**config.mk**
```make
export PLATFORM = sky130hd
export DESIGN_NAME = fetch_stage
export DESIGN_NICKNAME = d
export VERILOG_FILES = /design/src/rtl/fetch_stage_pkg.sv /design/src/rtl/fetch_stage_if_id_reg.sv /design/src/rtl/fetch_stage.sv
export SDC_FILE = /design/constraint.sdc
export NUM_CORES = 1
export LEC_CHECK = 0
export ABC_AREA = 1
export CORE_MARGIN = 10
export CORE_UTILIZATION = 48
export CTS_CLUSTER_SIZE = 25
export DETAILED_ROUTE_END_ITERATION = 8
export PLACE_DENSITY = 0.89
export SKIP_LAST_GASP = 1
export SYNTH_ARGS = -nofsm -noshare
export SYNTH_HDL_FRONTEND = slang
export SYNTH_SLANG_ARGS = --single-unit
```
**constraint.sdc**
```tcl
create_clock -name clk -period 7 [get_ports clk]
set_clock_uncertainty 0.15 [all_clocks]
set_input_delay 1.4 -clock clk [delete_from_list [all_inputs] [get_ports clk]]
set_output_delay 1.4 -clock clk [all_outputs]
set_load 0.02 [all_outputs]
```
**src/rtl/fetch_stage_pkg.sv**
```systemverilog
// Shared definitions for the RISC-V IF stage: fetch FSM states, NOP encoding
// and the default datapath width.
package fetch_stage_pkg;

   localparam int          XLEN_DEF  = 32;
   localparam logic [31:0] NOP_INSTR = 32'h0000_0013;

   typedef enum logic [1:0] {
      BOOT  = 2'd0,
      FETCH = 2'd1,
      KILL  = 2'd2,
      HOLD  = 2'd3
   } fetch_state_e;

endpackage

```
**src/rtl/fetch_stage_if_id_reg.sv**
```systemverilog
// IF/ID pipeline register: flush clears valid and forces a NOP, load captures
// a new instruction, otherwise the contents are held (stall).
module if_id_reg
   import fetch_stage_pkg::*;
#(
   parameter int XLEN = XLEN_DEF
) (
   input  logic            clk,
   input  logic            rst_n,
   input  logic            load,
   input  logic            flush,
   input  logic [XLEN-1:0] pc_in,
   input  logic [XLEN-1:0] pc_plus4_in,
   input  logic [31:0]     instr_in,
   output logic            id_valid,
   output logic [XLEN-1:0] id_pc,
   output logic [XLEN-1:0] id_pc_plus4,
   output logic [31:0]     id_instr
);

   logic            valid_q, valid_d;
   logic [XLEN-1:0] pc_q, pc_d;
   logic [XLEN-1:0] pc4_q, pc4_d;
   logic [31:0]     instr_q, instr_d;

   always_comb begin
      valid_d = valid_q;
      pc_d    = pc_q;
      pc4_d   = pc4_q;
      instr_d = instr_q;
      if (flush) begin
         valid_d = 1'b0;
         instr_d = NOP_INSTR;
      end else if (load) begin
         valid_d = 1'b1;
         pc_d    = pc_in;
         pc4_d   = pc_plus4_in;
         instr_d = instr_in;
      end
   end

   always_ff @(posedge clk or negedge rst_n) begin
      if (!rst_n) begin
         valid_q <= 1'b0;
         pc_q    <= '0;
         pc4_q   <= '0;
         instr_q <= NOP_INSTR;
      end else begin
         valid_q <= valid_d;
         pc_q    <= pc_d;
         pc4_q   <= pc4_d;
         instr_q <= instr_d;
      end
   end

   assign id_valid    = valid_q;
   assign id_pc       = pc_q;
   assign id_pc_plus4 = pc4_q;
   assign id_instr    = instr_q;

endmodule

```
**src/rtl/fetch_stage.sv**
```systemverilog
// IF stage: owns the PC, issues one instruction-memory request at a time and
// feeds the IF/ID register. Optional macro MISALIGN_CHECK_EN enables fetch_fault.
module fetch_stage
   import fetch_stage_pkg::*;
#(
   parameter int              XLEN     = XLEN_DEF,
   parameter logic [XLEN-1:0] RESET_PC = '0
) (
   input  logic            clk,
   input  logic            rst_n,
   input  logic            stall,
   input  logic            redirect,
   input  logic [XLEN-1:0] redirect_pc,
   output logic            imem_req,
   output logic [XLEN-1:0] imem_addr,
   input  logic            imem_valid,
   input  logic [31:0]     imem_rdata,
   output logic            id_valid,
   output logic [XLEN-1:0] id_pc,
   output logic [XLEN-1:0] id_pc_plus4,
   output logic [31:0]     id_instr,
   output logic            fetch_fault
);

   localparam logic [XLEN-1:0] PC_STEP = XLEN'(4);

   fetch_state_e    state_q, state_d;
   logic [XLEN-1:0] pc_q, pc_d;
   logic [XLEN-1:0] pc_plus4;
   logic [XLEN-1:0] target_pc;
   logic [31:0]     hold_q, hold_d;
   logic            fault;
   logic            load, flush, hold_en;
   logic [31:0]     load_instr;

   // PC+4 as a ripple-carry chain with carry-in 0; wraps modulo 2^XLEN
   always_comb begin
      logic c;
      c        = 1'b0;
      pc_plus4 = '0;
      for (int i = 0; i < XLEN; i++) begin
         pc_plus4[i] = pc_q[i] ^ PC_STEP[i] ^ c;
         c           = (pc_q[i] & PC_STEP[i]) | (c & (pc_q[i] ^ PC_STEP[i]));
      end
   end

`ifdef MISALIGN_CHECK_EN
   logic fault_q, fault_d;

   always_comb fault_d = fault_q | (redirect & (redirect_pc[1:0] != 2'b00));

   always_ff @(posedge clk or negedge rst_n) begin
      if (!rst_n) fault_q <= 1'b0;
      else        fault_q <= fault_d;
   end

   assign target_pc = redirect_pc;
   assign fault     = fault_q;
`else
   assign target_pc = redirect_pc & ~XLEN'(3);
   assign fault     = 1'b0;
`endif

   assign fetch_fault = fault;

   always_ff @(posedge clk or negedge rst_n) begin
      if (!rst_n) state_q <= BOOT;
      else        state_q <= state_d;
   end

   // A redirect with a response still in flight must wait to discard it (KILL)
   always_comb begin
      state_d = state_q;
      unique case (state_q)
         BOOT:  state_d = FETCH;
         FETCH: begin
            if (redirect)                 state_d = imem_valid ? FETCH : KILL;
            else if (imem_valid && !fault) state_d = stall ? HOLD : FETCH;
         end
         KILL:  if (imem_valid)           state_d = FETCH;
         HOLD:  if (redirect || !stall)   state_d = FETCH;
         default:                         state_d = BOOT;
      endcase
   end

   always_comb begin
      imem_req   = (state_q == FETCH) && !fault;
      load       = 1'b0;
      hold_en    = 1'b0;
      load_instr = imem_rdata;
      if (!redirect && !fault) begin
         if (state_q == FETCH && imem_valid) begin
            load    = !stall;
            hold_en = stall;
         end else if (state_q == HOLD && !stall) begin
            load       = 1'b1;
            load_instr = hold_q;
         end
      end
      flush = redirect | fault | (!stall & !load);
   end

   always_comb begin
      pc_d   = pc_q;
      hold_d = hold_q;
      if (redirect)  pc_d = target_pc;
      else if (load) pc_d = pc_plus4;
      if (hold_en)   hold_d = imem_rdata;
   end

   always_ff @(posedge clk or negedge rst_n) begin
      if (!rst_n) pc_q <= RESET_PC;
      else        pc_q <= pc_d;
   end

   always_ff @(posedge clk) begin
      hold_q <= hold_d;
   end

   assign imem_addr = pc_q;

   if_id_reg #(.XLEN(XLEN)) u_if_id_reg (
      .clk         (clk),
      .rst_n       (rst_n),
      .load        (load),
      .flush       (flush),
      .pc_in       (pc_q),
      .pc_plus4_in (pc_plus4),
      .instr_in    (load_instr),
      .id_valid    (id_valid),
      .id_pc       (id_pc),
      .id_pc_plus4 (id_pc_plus4),
      .id_instr    (id_instr)
   );

endmodule

```
==> Word level (Yosys, flattened, before mapping) <==
Index checks and enable logic that the tools add are counted.
Widths: inputs -> output; s select.
{ "totals": {"mem_bits_ro": 0, "input_bits": 69, "mem_bits_rw": 0, "ff_bits": 163, "mem_count": 0, "output_inout_bits": 131, "latch_bits": 0, "elab_cells": 106} }
{ "op_classes": {"mux": 21, "div": 0, "bitwise_logic": 61, "n_reduce_logical": 10, "n_lt_le_gt_ge": 0, "n_eq_ne": 6, "n_shift": 0, "addsub": 0, "mul": 0} }
{ "op_table": {"columns": ["cell", "count"], "rows": [
  ["$mux 32", 7],
  ["$and 1x1->1", 29],
  ["$xor 1x1->1", 29],
  ["$mux 2", 6],
  ["$pmux 2 s4", 1],
  ["$mux 1", 7],
  ["$eq 2x2->1 const B", 2],
  ["$ne 2x2->1 const B", 2],
  ["$reduce_bool 2->1", 2],
  ["$ne 3x2->1 const B", 1],
  ["$reduce_and 3->1", 1],
  ["$eq 2x1->1 const B", 1],
  ["$logic_and 1x1->1", 2],
  ["$logic_not 1->1", 2],
  ["$logic_not 2->1", 1],
  ["$not 1->1", 2],
  ["$reduce_and 2->1", 1],
  ["$logic_or 1x1->1", 1],
  ["$or 1x1->1", 1]
]} }

==> Depth between registers and ports, before layout <==
Gate-level depths: netlist of the first run.
{ "logic_depth": {"depth_word": 31, "mapped_depth": 33, "mapped_depth_nobuf": 33} }

==> By module <==
A second synthesis of the first run with hierarchy kept.
{ "unflattened": {"hier_cells": 856, "area_unflattened_um2": 7523.5} }
{ "by_module_without_submodules": {"columns": ["mod", "seq_area_each_um2", "n_inst", "area_per_inst_um2", "cells_each"], "rows": [
  ["if_id_reg", 2431.1, 1, 3807.4, 421],
  ["fetch_stage", 1761.7, 1, 3716.1, 435]
]} }

==> Worst setup path after synthesis of the first run <==
Ideal clock, no wire load.
{ "synth_timing": {"path_kind": "reg-to-reg", "from": "reg pc_q[2] (netlist: imem_addr[2])", "to": "reg pc_q[31] (netlist: imem_addr[31])", "arrival_ns": 5.830, "period_less_slack_ns": 6.097, "t_required_ns": 6.733, "setup_time_ns": 0.117, "n_path_buf": 0, "stages_incl_launch_ff": 34, "setup_slack_ns": 0.903, "cell_sequence": "dfrtp_1 -> ha_1 -> ha_1 -> ha_1 -> ha_1 -> ha_1 -> ha_1 -> ha_1 -> ha_1 -> ha_1 -> ha_1 -> ha_1 -> ha_1 -> ha_1 -> ha_1 -> ha_1 -> ha_1 -> ha_1 -> ha_1 -> ha_1 -> ha_1 -> ha_1 -> ha_1 -> ha_1 -> ha_1 -> ha_1 -> ha_1 -> ha_1 -> ha_1 -> or2_2 -> nand3_1 -> nand2_1 -> nand2_1 -> nand2_1"} }
{ "synth_via": {"elab_chain_cells": 31} }
{ "synth_lines": {"columns": ["item", "line", "source"], "rows": [
  ["from (decl)", "fetch_stage.sv:28", "logic [XLEN-1:0] pc_q, pc_d;"],
  ["from (signal assigned)", "fetch_stage.sv:113", "else pc_q <= pc_d;"],
  ["$and 1x1->1 (28 in series)", "fetch_stage.sv:43", "c = (pc_q[i] & PC_STEP[i]) | (c & (pc_q[i] ^ PC_STEP[i]));"],
  ["$xor 1x1->1", "fetch_stage.sv:42", "pc_plus4[i] = pc_q[i] ^ PC_STEP[i] ^ c;"],
  ["$mux 32", "fetch_stage.sv:107", "else if (load) pc_d = pc_plus4;"],
  ["$mux 32", "fetch_stage.sv:106", "if (redirect) pc_d = target_pc;"]
]} }
Every way passes these cells. The select of a mux whose other input is x is not followed.
A chain may end at the register's enable or synchronous reset.

==> Final worst setup path of the first run <==
Same ends and word-level chain as after synthesis.

==> impl_metrics.py, run 1 <==
metrics = {
    "outcome": {
        "outcome": "finished, final reports clean",
    },
    "power": {
        "irDropWorstVdd_uv": 228,
        "swShare_pct": 35.6,
        "p_per_area_nw_per_um2": 387,
        "combPwrFrac_pct": 37.0,
        "p_switching_mw": 1.33,
        "finalPower_mw": 3.74,
        "clkPwrFrac_pct": 26.6,
        "p_leak_nw": 4.87,
        "intPower_mw": 2.41,
        "p_seq_share_pct": 36.4,
    },
    "clock_network": {
        "ctsHoldBuffers": 0,
        "cts.repair.resized": 0,
        "root_buffer": "clkbuf_16",
        "cts_tree": "built",
        "clk_latency_ps": 420,
        "clockBufferDepth": 2,
        "clkTransAtPathRegs_ps": 60,
        "cts_made_buffers": 17,
        "h-tree-depth": 4,
        "cts_sinks": 157,
        "post-cts-setup-buffers": 0,
    },
    "final_layout": {
        "syn_to_final_growth_pct": 36.0,
        "n_antenna_cell": 0,
        "multi_input_area_um2": 2590,
        "postLayoutCellArea_um2": 9680,
        "fin_cells": 1183,
        "layout.core_utilization_pct": 66.6,
        "seq_area_um2": 4090,
        "finalNetCount": 1083,
        "fillers": 1079,
        "drive_above_1_share_pct": 8.21,
    },
    "synth": {
        "syn-mean-instance-area_um2": 8.74,
        "synth-seq-cells": 157,
        "synth_cell_types": 23,
        "synthesis.area_um2": 7120,
        "ys.warnings.count": 0,
        "syn-instance-count": 814,
        "yosysSeqAreaShare_pct": 57.5,
    },
    "min_path": {
        "hold_class": "register to register",
        "hp-start": "u_if_id_reg.id_pc[26]",
    },
    "timing": {
        "rsz0062_at_grt": "no",
        "hold_slack_ps": 320,
        "relSlewSlack_pct": 20.3,
        "worst_pin_slew_ps": 1190,
        "setup_slack_ps": 476,
        "fin_crit_ps": 6520,
        "final.period_utilization_pct": 93.2,
        "fmax_mhz": 153,
        "hold_viol": 0,
        "finalSetupTns_ps": 0,
        "setup_viol_count_final": 0,
        "maxSlewViolCount": 0,
    },
    "worst_setup_path": {
        "crit_slowest_cell": "dfrtp_1",
        "reg2reg_from": "imem_addr[2]",
        "worstSetupStartpoint": "imem_addr[2]",
        "cp-end-kind": "register",
        "cp-start-kind": "register",
        "cp_max_fo": 6,
        "slowest_delay_ps": 440,
        "critical_path.most_common_cell": "ha_1",
        "arrival_ps": 6680,
        "path_class": "register to register",
        "required_ps": 7160,
    },
    "die": {
        "die_w_um": 142,
        "dieArea_um2": 20100,
        "die_h_um": 142,
        "start_util_pct": 49.0,
        "ios": 200,
        "coreArea_um2": 14500,
        "row_count": 44,
    },
    "global_route": {
        "overflow": 0,
        "grt_pass1_wl_um": 32200,
        "antenna_found_initial": 0,
        "grt_pass1_vias": 6117,
        "grt_max_degree": 81,
        "grt_usage_pct": 20.0,
    },
    "placed_design": {
        "hpwl_um": 13400,
        "post_dp_cell_area_um2": 9040,
        "portBuffers": 190,
        "gp_congestion": 0.812,
        "dpl_worst_slack_ps": 511,
        "dpl.cell_count": 1151,
    },
    "route": {
        "drt_pass1_iterations": 5,
        "drt_iter0_drc": 423,
        "ant_nets": 0,
        "vias_per_cell": 5.04,
        "wl_per_cell_um": 16.9,
        "route.detailed.drc": 0,
        "vias": 5962,
        "wl_um": 20000,
    },
    "flow_run": {
        "maxCapViolCount": 0,
    },
}
-- power by group through the flow --
stage	Combinational [mW]	Sequential (mW)	Clock, mW
detailed placement	1.39	1.37	0
global route	1.51	1.39	1.05
global placement	1.37	1.36	0
finish	1.39	1.36	0.996
floorplan	0.426	1.64	0
CTS	1.40	1.36	1.01
-- worst max-delay path, delay by kind of cell (launching register included) --
kind / cells / cell delay [ps]
adders and majority gates: 28 / 5220
and+or+nand+nor: 5 / 580
DFF: 1 / 440
-- cells in the final DEF (no fill, tap or decap), types with 2 or more instances in the layout --
cell type and count:
ha_1 28, o21ai_2 2, a21oi_1 4, nand3_1 66, edfxtp_1 32, nand2_1 400, clkdlybuf4s50_1 188, inv_1 46
buf_4 6, bufinv_16 4, clkbuf_16 18, or2_2 30, nand2_2 2, inv_6 2, clkinv_4 3, conb_1 7
nor2_1 5, dfstp_2 3, o21ai_0 17, inv_2 5, dfrtp_1 122, clkinv_2 2
-- per-layer routing --
| metal | routed length (µm) | vias to the layer above | track usage (%) | part of all wire (%) |
|---|---|---|---|---|
| met3 | 1840 | 44 | 7.48 | 9.2 |
| met1 | 7820 | 2838 | 22.8 | 39 |
| li1 | - | 2864 | - | - |
| met4 | 656 | 0 | 8.45 | 3.3 |
| met2 | 9710 | 216 | 32.9 | 48 |
| met5 | 0 | - | 0 | 0 |
-- cell type report --
type / count / share of cell area [%]
clock buffers: 19 / 4.69
clock inverters: 13 / 1.91
inverters: 51 / 1.98
multi-input cells: 564 / 26.8
flip-flops and latches: 157 / 42.3
well taps: 184 / 2.38
repair buffers: 195 / 20.0
-- cell usage after synthesis (all sizes together) --
cell	count	share of area [%]
nand2	402	21
ha	28	4.9
dfrtp	122	43
conb	1	0.053
dfstp	3	1.1
nand3	66	4.6
nor2	7	0.70
buf	30	2.9
or2	30	2.6
inv	51	2.7
a21oi	4	0.28
edfxtp	32	14
clkbuf	18	0.95
nor4	1	0.088
o21ai	19	1.4
-- flip-flops by register name, indices dropped and copies added, names as in the netlist --
register                 count
hold_q                      32
u_if_id_reg.id_instr        32
imem_addr                   30
u_if_id_reg.id_pc           30
u_if_id_reg.id_pc_plus4     30
state_q                      2
u_if_id_reg.id_valid         1
-- path summary, 6_finish.rpt --
kind | to | slack, ps | cells past startpoint
worst max register to register | imem_addr[31] | 480 | 33
max in group asynchronous | u_if_id_reg.id_instr[29] | 4410 | 2
worst min register to register | u_if_id_reg.id_pc[26] | 320 | 2
worst max-delay path | imem_addr[31] | 480 | 33
min in group asynchronous | u_if_id_reg.id_pc_plus4[28] | 840 | 1
worst min-delay path | u_if_id_reg.id_pc[26] | 320 | 2
-- logic make-up (layout without fill, tap and decap cells) --
logic type               after synthesis  after routing  share of synthesized area [%]
other                                  1              7                         0.0527
AO/OA/AOI/OAI                         23             23                           1.67
AND/OR/NAND/NOR                      506            506                           29.3
flip-flops                           157            157                           57.5
adder cells (fa/ha/maj)               28             28                           4.92
buffers and inverters                 99            278                           6.50
Power figures use the tool's default switching activity.
==> inputs of run 2 (changes only) <==
--- a/config.mk
+++ b/config.mk
@@ -14,2 +14,3 @@
 export SKIP_LAST_GASP = 1
+export SLEW_MARGIN = 20
 export SYNTH_ARGS = -nofsm -noshare
--- a/constraint.sdc
+++ b/constraint.sdc
@@ -4,2 +4,2 @@
 set_output_delay 1.4 -clock clk [all_outputs]
-set_load 0.02 [all_outputs]
+set_load 0.005 [all_outputs]
==> run 2 against run 1 <==
Against the previous run:
- sequential power is essentially flat
- setup slack gained 17 ps
- global-route usage shrank 0.43 points
- combinational power shrank 21%
- clock power is essentially flat
- critical path type unchanged
- critical endpoint unchanged
- largest cell class unchanged
==> impl_metrics.py, run 2 (synthesis results as in run 1) <==
metrics = {
    "outcome": {
        "outcome": "finished, final reports clean",
    },
    "route": {
        "ant_nets": 0,
        "vias_per_cell": 5.02,
        "wl_um": 19800,
        "route.detailed.drc": 0,
        "drt_iter0_drc": 425,
        "vias": 5943,
        "wl_per_cell_um": 16.7,
        "drt_pass1_iterations": 7,
    },
    "clock_network": {
        "cts_tree": "built",
        "cts_made_buffers": 17,
        "h-tree-depth": 4,
        "clockBufferDepth": 2,
        "post-cts-setup-buffers": 0,
        "clk_latency_ps": 420,
        "clkTransAtPathRegs_ps": 60,
        "root_buffer": "clkbuf_16",
        "ctsHoldBuffers": 0,
        "cts_sinks": 157,
        "cts.repair.resized": 0,
    },
    "timing": {
        "fmax_mhz": 154,
        "rsz0062_at_grt": "no",
        "finalSetupTns_ps": 0,
        "worst_pin_slew_ps": 983,
        "hold_viol": 0,
        "maxSlewViolCount": 0,
        "setup_viol_count_final": 0,
        "final.period_utilization_pct": 93.0,
        "setup_slack_ps": 492,
        "fin_crit_ps": 6510,
        "relSlewSlack_pct": 34.4,
    },
    "die": {
        "row_count": 44,
        "start_util_pct": 49.0,
        "coreArea_um2": 14500,
        "ios": 200,
        "die_w_um": 142,
        "die_h_um": 142,
        "dieArea_um2": 20100,
    },
    "final_layout": {
        "finalNetCount": 1084,
        "final_common_cell": "nand2_1",
        "layout_common_cells": "399 x nand2_1, 188 x clkdlybuf4s50_1, 122 x dfrtp_1",
        "n_antenna_cell": 0,
        "fillers": 1090,
        "syn_to_final_growth_pct": 36.7,
        "drive_above_1_share_pct": 8.50,
    },
    "global_route": {
        "grt_usage_pct": 19.5,
        "grt_pass1_wl_um": 31600,
        "grt_pass1_vias": 6041,
        "antenna_found_initial": 0,
        "overflow": 0,
        "grt_max_degree": 81,
    },
    "placed_design": {
        "gp_congestion": 0.812,
        "portBuffers": 190,
        "hpwl_um": 13400,
        "dpl_worst_slack_ps": 522,
    },
    "worst_setup_path": {
        "critical_path.most_common_cell": "ha_1",
        "cp-start-kind": "register",
        "path_buf_inv": 0,
        "crit_slowest_cell": "dfrtp_1",
        "slowest_delay_ps": 440,
        "arrival_ps": 6670,
        "cp-end-kind": "register",
        "cp_max_fo": 6,
        "required_ps": 7160,
        "critical-path-top-delay-family": "adder cells",
        "path_class": "register to register",
    },
    "min_path": {
        "hold_class": "register to register",
    },
    "power": {
        "p_per_area_nw_per_um2": 358,
        "irDropWorstVdd_uv": 189,
        "finalPower_mw": 3.48,
        "p_leak_nw": 4.90,
    },
    "flow_run": {
        "maxCapViolCount": 0,
    },
}
run 2: cell types whose count changed in the layout (fill, tap and decap cells not counted), sizes merged:
cell    delta
clkinv     -1
buf        +1
clkbuf     +1
run 2: path summary, 6_finish.rpt:
path                       cells after the start            startpoint  slack (ps)                     endpoint
min in group asynchronous                      1                 rst_n         830  u_if_id_reg.id_pc_plus4[28]
setup reg to reg                              33          imem_addr[2]         490                imem_addr[31]
hold reg to reg                                2  u_if_id_reg.id_pc[6]         320         u_if_id_reg.id_pc[6]
hold / removal                                 2  u_if_id_reg.id_pc[6]         320         u_if_id_reg.id_pc[6]
max in group asynchronous                      3                 rst_n        4700      u_if_id_reg.id_instr[4]
setup / recovery                              33          imem_addr[2]         490                imem_addr[31]
run 2: metrics by stage:
| step | hold slack (ps) | cells | area [µm²] | util, % |
|---|---|---|---|---|
| after detailed placement | 307 | 1151 | 9040 | 62.2 |
| after global placement | 303 | 1151 | 9040 | 62.2 |
| final | 321 | 1184 | 9730 | 66.9 |
| after CTS | 323 | 1183 | 9700 | 66.7 |
| after floorplan | 315 | 820 | 7140 | - |
| after global routing | 333 | 1184 | 9730 | 66.9 |
run 2: layer usage:
metal / wire [µm] / global-route usage [%] / vias up
li1: - / - / 2869
met1: 7880 / 22.0 / 2828
met2: 9560 / 32.7 / 204
met5: 0 / 0 / -
met4: 615 / 8.34 / 0
met3: 1720 / 7.18 / 42
run 2: cell type report:
cell class | instances | area (µm²) | area share (%)
flip-flops and latches | 157 | 4090 | 42.1
multi-input cells | 564 | 2600 | 26.7
repair buffers | 196 | 1960 | 20.1
clock buffers | 20 | 478 | 4.91
well taps | 184 | 230 | 2.37
inverters | 51 | 191 | 1.97
clock inverters | 12 | 180 | 1.85
run 2: where the power goes:
group	total, mW	switching (mW)	internal (mW)
Clock	1.02	0.376	0.640
Combinational	1.10	0.502	0.601
Sequential	1.36	0.175	1.19
Total	3.48	1.05	2.43
run 2: worst min-delay path: stages, from the launching register on:
cell and delay, ps:
dfrtp_1 340, nand2_1 50, nand2_1 40
